File: src/rtl/fsm_table_pkg.sv
// Shared definitions for the table-driven Moore engine.
// Covers state-width derivation, table entry indexing and reset values.
package fsm_table_pkg;

   typedef enum logic [1:0] {
      ACT_HOLD,
      ACT_ADVANCE,
      ACT_RESTART
   } step_act_e;

   localparam logic RESET_PULSE = 1'b0;
   localparam int   RESET_DWELL = 0;

   function automatic int calc_state_w(input int num_states);
      return (num_states <= 2) ? 1 : $clog2(num_states);
   endfunction

   // Each row holds 2^IN_W consecutive entries, one for each input symbol.
   function automatic int entry_index(input int row, input int col, input int in_w);
      return row * (1 << in_w) + col;
   endfunction

endpackage

File: src/rtl/fsm_table_store.sv
// Transition and output tables held in flops.
// Each table has one write port with a range check and one combinational read port.
module fsm_table_store
   import fsm_table_pkg::*;
#(
   parameter int NUM_STATES = 6,
   parameter int IN_W       = 2,
   parameter int OUT_W      = 1,
   parameter int STATE_W    = calc_state_w(NUM_STATES)
) (
   input  logic               clk,
   input  logic               reset_n,
   input  logic               cfg_we,
   input  logic [STATE_W-1:0] cfg_state,
   input  logic [IN_W-1:0]    cfg_in,
   input  logic [STATE_W-1:0] cfg_next,
   input  logic               cfg_out_we,
   input  logic [OUT_W-1:0]   cfg_out,
   input  logic [STATE_W-1:0] rd_state,
   input  logic [IN_W-1:0]    rd_in,
   output logic [STATE_W-1:0] rd_next,
   output logic [OUT_W-1:0]   rd_out,
   output logic               rd_valid,
   output logic               cfg_err
);

   localparam int NUM_COLS = 1 << IN_W;
   localparam int DEPTH    = NUM_STATES * NUM_COLS;
   localparam int IDX_W    = $clog2(DEPTH);

   logic [STATE_W-1:0] trans_mem [DEPTH];
   logic [OUT_W-1:0]   out_mem   [NUM_STATES];

   logic             state_ok;
   logic             next_ok;
   logic             wr_bad;
   logic             trans_wr;
   logic             out_wr;
   logic [IDX_W-1:0] wr_idx;
   logic [IDX_W-1:0] rd_idx;

   // A rejected write is dropped as a whole, even if one half of it was legal.
   always_comb begin
      state_ok = 32'(cfg_state) < NUM_STATES;
      next_ok  = 32'(cfg_next) < NUM_STATES;
      wr_bad   = (cfg_we | cfg_out_we) & (~state_ok | (cfg_we & ~next_ok));
      trans_wr = cfg_we & ~wr_bad;
      out_wr   = cfg_out_we & ~wr_bad;
      wr_idx   = IDX_W'(entry_index(int'(cfg_state), int'(cfg_in), IN_W));
   end

   // The read side depends only on the state register and input symbol, never on cfg_*.
   always_comb begin
      rd_valid = 32'(rd_state) < NUM_STATES;
      rd_idx   = IDX_W'(entry_index(int'(rd_state), int'(rd_in), IN_W));
      rd_next  = '0;
      rd_out   = '0;
      if (rd_valid) begin
         rd_next = trans_mem[rd_idx];
         rd_out  = out_mem[rd_state];
      end
   end

   always_ff @(posedge clk or negedge reset_n) begin
      if (!reset_n) begin
         for (int r = 0; r < NUM_STATES; r++) begin
            out_mem[r] <= '0;
            for (int c = 0; c < NUM_COLS; c++) begin
               trans_mem[IDX_W'(entry_index(r, c, IN_W))] <= STATE_W'(r);
            end
         end
         cfg_err <= RESET_PULSE;
      end else begin
         if (trans_wr) begin
            trans_mem[wr_idx] <= cfg_next;
         end
         if (out_wr) begin
            out_mem[cfg_state] <= cfg_out;
         end
         cfg_err <= wr_bad;
      end
   end

endmodule

File: src/rtl/fsm_table_engine.sv
// Run-time programmable Moore sequencer.
// Holds the state register, restart/enable priority, the saturating dwell counter and the change pulse.
module fsm_table_engine
   import fsm_table_pkg::*;
#(
   parameter int  NUM_STATES  = 6,
   parameter int  IN_W        = 2,
   parameter int  OUT_W       = 1,
   parameter int  CNT_W       = 8,
   parameter int  RESET_STATE = 0,
   localparam int STATE_W     = calc_state_w(NUM_STATES)
) (
   input  logic               clk,
   input  logic               reset_n,
   input  logic               en,
   input  logic               restart,
   input  logic [IN_W-1:0]    input_signal,
   input  logic               cfg_we,
   input  logic [STATE_W-1:0] cfg_state,
   input  logic [IN_W-1:0]    cfg_in,
   input  logic [STATE_W-1:0] cfg_next,
   input  logic               cfg_out_we,
   input  logic [OUT_W-1:0]   cfg_out,
   output logic [OUT_W-1:0]   output_signal,
   output logic [STATE_W-1:0] current_state,
   output logic               state_changed,
   output logic [CNT_W-1:0]   dwell_cnt,
   output logic               cfg_err
);

   localparam logic [STATE_W-1:0] RST_STATE = STATE_W'(RESET_STATE);

   logic [STATE_W-1:0] table_next;
   logic [OUT_W-1:0]   table_out;
   logic               state_valid;
   logic [STATE_W-1:0] next_state;
   logic [CNT_W-1:0]   next_dwell;
   logic [CNT_W-1:0]   dwell_sat;
   logic               next_changed;
   step_act_e          act;

   fsm_table_store #(
      .NUM_STATES (NUM_STATES),
      .IN_W       (IN_W),
      .OUT_W      (OUT_W),
      .STATE_W    (STATE_W)
   ) u_store (
      .clk        (clk),
      .reset_n    (reset_n),
      .cfg_we     (cfg_we),
      .cfg_state  (cfg_state),
      .cfg_in     (cfg_in),
      .cfg_next   (cfg_next),
      .cfg_out_we (cfg_out_we),
      .cfg_out    (cfg_out),
      .rd_state   (current_state),
      .rd_in      (input_signal),
      .rd_next    (table_next),
      .rd_out     (table_out),
      .rd_valid   (state_valid),
      .cfg_err    (cfg_err)
   );

   assign output_signal = table_out;
   assign dwell_sat     = (&dwell_cnt) ? dwell_cnt : dwell_cnt + CNT_W'(1);

   // Restart beats enable. An out-of-range state is pulled back to RESET_STATE on the next advance.
   always_comb begin
      act          = ACT_HOLD;
      next_state   = current_state;
      next_dwell   = dwell_sat;
      next_changed = 1'b0;
      if (restart) begin
         act = ACT_RESTART;
      end else if (en) begin
         act = ACT_ADVANCE;
      end
      case (act)
         ACT_RESTART: begin
            next_state   = RST_STATE;
            next_dwell   = '0;
            next_changed = (current_state != RST_STATE);
         end
         ACT_ADVANCE: begin
            next_state = state_valid ? table_next : RST_STATE;
            if (next_state != current_state) begin
               next_dwell   = '0;
               next_changed = 1'b1;
            end
         end
         default: begin
         end
      endcase
   end

   always_ff @(posedge clk or negedge reset_n) begin
      if (!reset_n) begin
         current_state <= RST_STATE;
         dwell_cnt     <= CNT_W'(RESET_DWELL);
         state_changed <= RESET_PULSE;
      end else begin
         current_state <= next_state;
         dwell_cnt     <= next_dwell;
         state_changed <= next_changed;
      end
   end

endmodule

File: config.mk
export PLATFORM = sky130hd
export DESIGN_NAME = fsm_table_engine
export DESIGN_NICKNAME = d
export VERILOG_FILES = /design/src/rtl/fsm_table_pkg.sv /design/src/rtl/fsm_table_store.sv /design/src/rtl/fsm_table_engine.sv
export SDC_FILE = /design/constraint.sdc
export NUM_CORES = 1
export LEC_CHECK = 0
export BUFFER_PORTS_ARGS = -buffer_cell sky130_fd_sc_hd__buf_4
export CORE_MARGIN = 2
export CORE_UTILIZATION = 40
export CTS_CLUSTER_SIZE = 30
export DETAILED_ROUTE_END_ITERATION = 10
export GPL_TIMING_DRIVEN = 0
export PLACE_DENSITY = 0.68
export SYNTH_ARGS = -nofsm -noshare
export SYNTH_HDL_FRONTEND = slang
export SYNTH_SLANG_ARGS = --single-unit
File: constraint.sdc
create_clock -name clk -period 2.2 [get_ports clk]
set_input_delay 0.33 -clock clk [delete_from_list [all_inputs] [get_ports clk]]
set_output_delay 0.33 -clock clk [all_outputs]
set_load 0.02 [all_outputs]
==> run metrics <==
DRC Markers 0; critical path launch point type flop; H-tree levels 3; post-synthesis cell type count 49; DIE HEIGHT 108.8 um; Chip Width 108.8 um; CTS buffer count 9; Synth top area share 29.05%; largest net degree at the start of global routing 70; Post-Syn Area 0.004393 sq mm; Max Root-Sink Buffers 2; syn_area_per_cell 13.27 sq um; Power Dens Cells 787.3 mW/mm^2; Overflow after GRT 0; Tightest Pin Transition 0.8620 ns; gpl congestion 0.8130; top post-synthesis cells by area dfrtp_1, edfxtp_1, mux2_2, dfstp_2, mux4_2; r2r startpoint current_state[0]; Crit Path Max Fanout 10; sequential-to-total area share from yosys stat 55.03%; WL/cell 18.68 um; layout cells sized above 1 39.27%; initial DRC count 292; dpl ws -0.1259 ns; die area 0.01184 sq mm; clock sinks 91; Leakage 2.055 nW; status finished, final reports clean; Primary FF master, synth dfrtp_1; Synthesized Nets 349; Power Total 4.020 mW; vias in the first global route 2855; Area Growth Syn to Fin 16.23%; worst-skew pair later-pin latency 0.35 ns; CTS tree built; total number of vias 2872; hold slack 0.06153 ns; highest clock rate 464.4 MHz; Final Hold Vio Count 0; number of synthesized flops with an enable pin 24; vias per cell 5.502; flops & latches, synth 91; Hold Crit Class input port to async pin; Mapped Cells 331; Max-Cap Viols 0; antenna violations before repair 0; Max IR drop VDD 0.3851 mV; Antenna diodes 0; critical path arrival 1.82 ns; Nets 395; Synthesis Warnings 0; Setup-failing EPs final 0; crit end category output port; Inst Count DP 499; Final ANT Viol Nets 0; slew margin rel. 42.54%; Clock transition at path regs 0.09 ns; first-pass GRT wire length 15660 um; Critical Path RT 1.87 ns; ys async rst share 73.63%; RSZ-0062 raised after global routing true; drt pass-1 iters 4; Max Slew Vio Count 0; top cells by count, synth mux2_2, dfrtp_1, nor2_1, edfxtp_1, nand2_1; clk_skew 0.01230 ns; Core Rows 38; Crit Path Class flop to output port; Final Worst Setup Slack 0.04666 ns; Worst Setup SP current_state[0]; Initial Utilization 40.70%; Port Buffer Count 28; root buffer cell clkbuf_8; Total Routing Usage GR 17.75%; Tcrit/Tclk final 97.88%; placed cell area 0.004778 sq mm; minimum clock period 2.153 ns; Finished Layout Cells 522; dominant cell type by area after synthesis dfrtp_1; wirelength, routed 9752 um; count leader, synth mux2_2; core area 0.01079 sq mm; I/O Pins 31; post-DP HPWL 6701 um; post-route cell area 0.005106 sq mm; filler instances 980
-- logic make-up after synthesis --
logic type | share of synthesized area [%]
adders and majority gates | 0.2848
xor gates and xnor gates | 0.5982
AOI/OAI and AO/OA | 4.899
and+or+nand+nor | 11.68
buffers and inverters | 2.478
muxes | 25.04
DFF | 55.03
-- stage by stage --
| step | util [%] | TNS [ns] |
|---|---|---|
| 5_1_grt | 47.31 | -0.08932 |
| 3_3_place_gp | 44.27 | -0.9983 |
| 4_1_cts | 46.85 | 0 |
| 2_1_floorplan | - | 0 |
| 3_5_place_dp | 44.27 | -1.147 |
| 6_report | 47.31 | 0 |
-- cells in the final DEF, fill, tap and decap left out, types with 2 or more instances in the layout --
cell type  synthesis  layout
a21oi_1            3       3
a22oi_1            2       2
and3_1             3       3
buf_12             0       2
buf_4              2      37
buf_6              2       2
bufinv_16          0       2
clkbuf_1           5       6
clkbuf_8           0       9
clkinv_1           0       2
dfrtp_1           51      50
dfstp_2           16      16
edfxtp_1          24      24
inv_1              5       5
mux2_1             2       2
mux2_2            53      53
mux2i_1           17      16
mux4_2            12      13
nand2_1           20      20
nand2b_1           5       5
nand3_1           14      14
nand3b_1           2       2
nand4_1            4       4
nand4b_1           2       2
nor2_1            27      27
nor2b_1            6       6
nor3_1            15      14
o211ai_1           4       4
o21ai_0            8       8
xnor2_1            2       2
-- flip-flops by register name (all words and copies together), names as in the netlist --
name	count
u_store.trans_mem	72
dwell_cnt	8
u_store.out_mem	6
current_state	3
state_changed	1
u_store.cfg_err	1
-- final timing paths --
path | to | slack (ns) | depth (start not counted)
min in group clk | current_state[1] | 0.19 | 2
worst max register to register | dwell_cnt[4] | 0.06 | 7
max in group asynchronous | current_state[1] | 1.54 | 1
worst min register to register | u_store.trans_mem[45] | 0.51 | 1
worst min-delay path | current_state[2] | 0.06 | 1
worst max-delay path | output_signal | 0.05 | 6
-- report_power, final --
part           total, mW  internal [mW]  switching (mW)  leakage (nW)
Clock               1.19          0.631           0.563         0.101
Sequential          2.08           1.97           0.111          1.05
Combinational      0.748          0.391           0.357         0.908
Total               4.02           2.99            1.03          2.06
-- worst max-delay path, stage by stage, from the launching register on --
cell     delay, ns
dfrtp_1       0.36
buf_6         0.15
buf_12        0.14
mux4_2        0.49
inv_1         0.07
o22ai_1       0.08
buf_4         0.17
-- area by class of cell --
type	instances	area, sq um	area share, %
repair buffers	35	275.3	5.391
inverters	6	25.02	0.4901
clock inverters	6	80.08	1.568
well taps	140	175.2	3.431
plain buffers	13	103.9	2.034
flip-flops and latches	91	2419	47.37
clock buffers	10	127.6	2.499
multi-input cells	221	1901	37.22
-- repair_timing --
item	4_1_cts	5_1_grt
resized for setup	8	7
hold buffers	0	0
buffers inserted	4	3
setup endpoints to repair	9	9
hold endpoints to repair	0	0
pin swaps	5	3
-- layer usage --
metal | track usage [%] | vias up | part of all wire (%)
li1 | - | 1316 | -
met1 | 23.67 | 1462 | 44
met2 | 29.46 | 86 | 50
met3 | 3.706 | 8 | 5.0
met4 | 4.945 | 0 | 1.0
met5 | 0 | - | 0
Power figures use the tool's default switching activity.
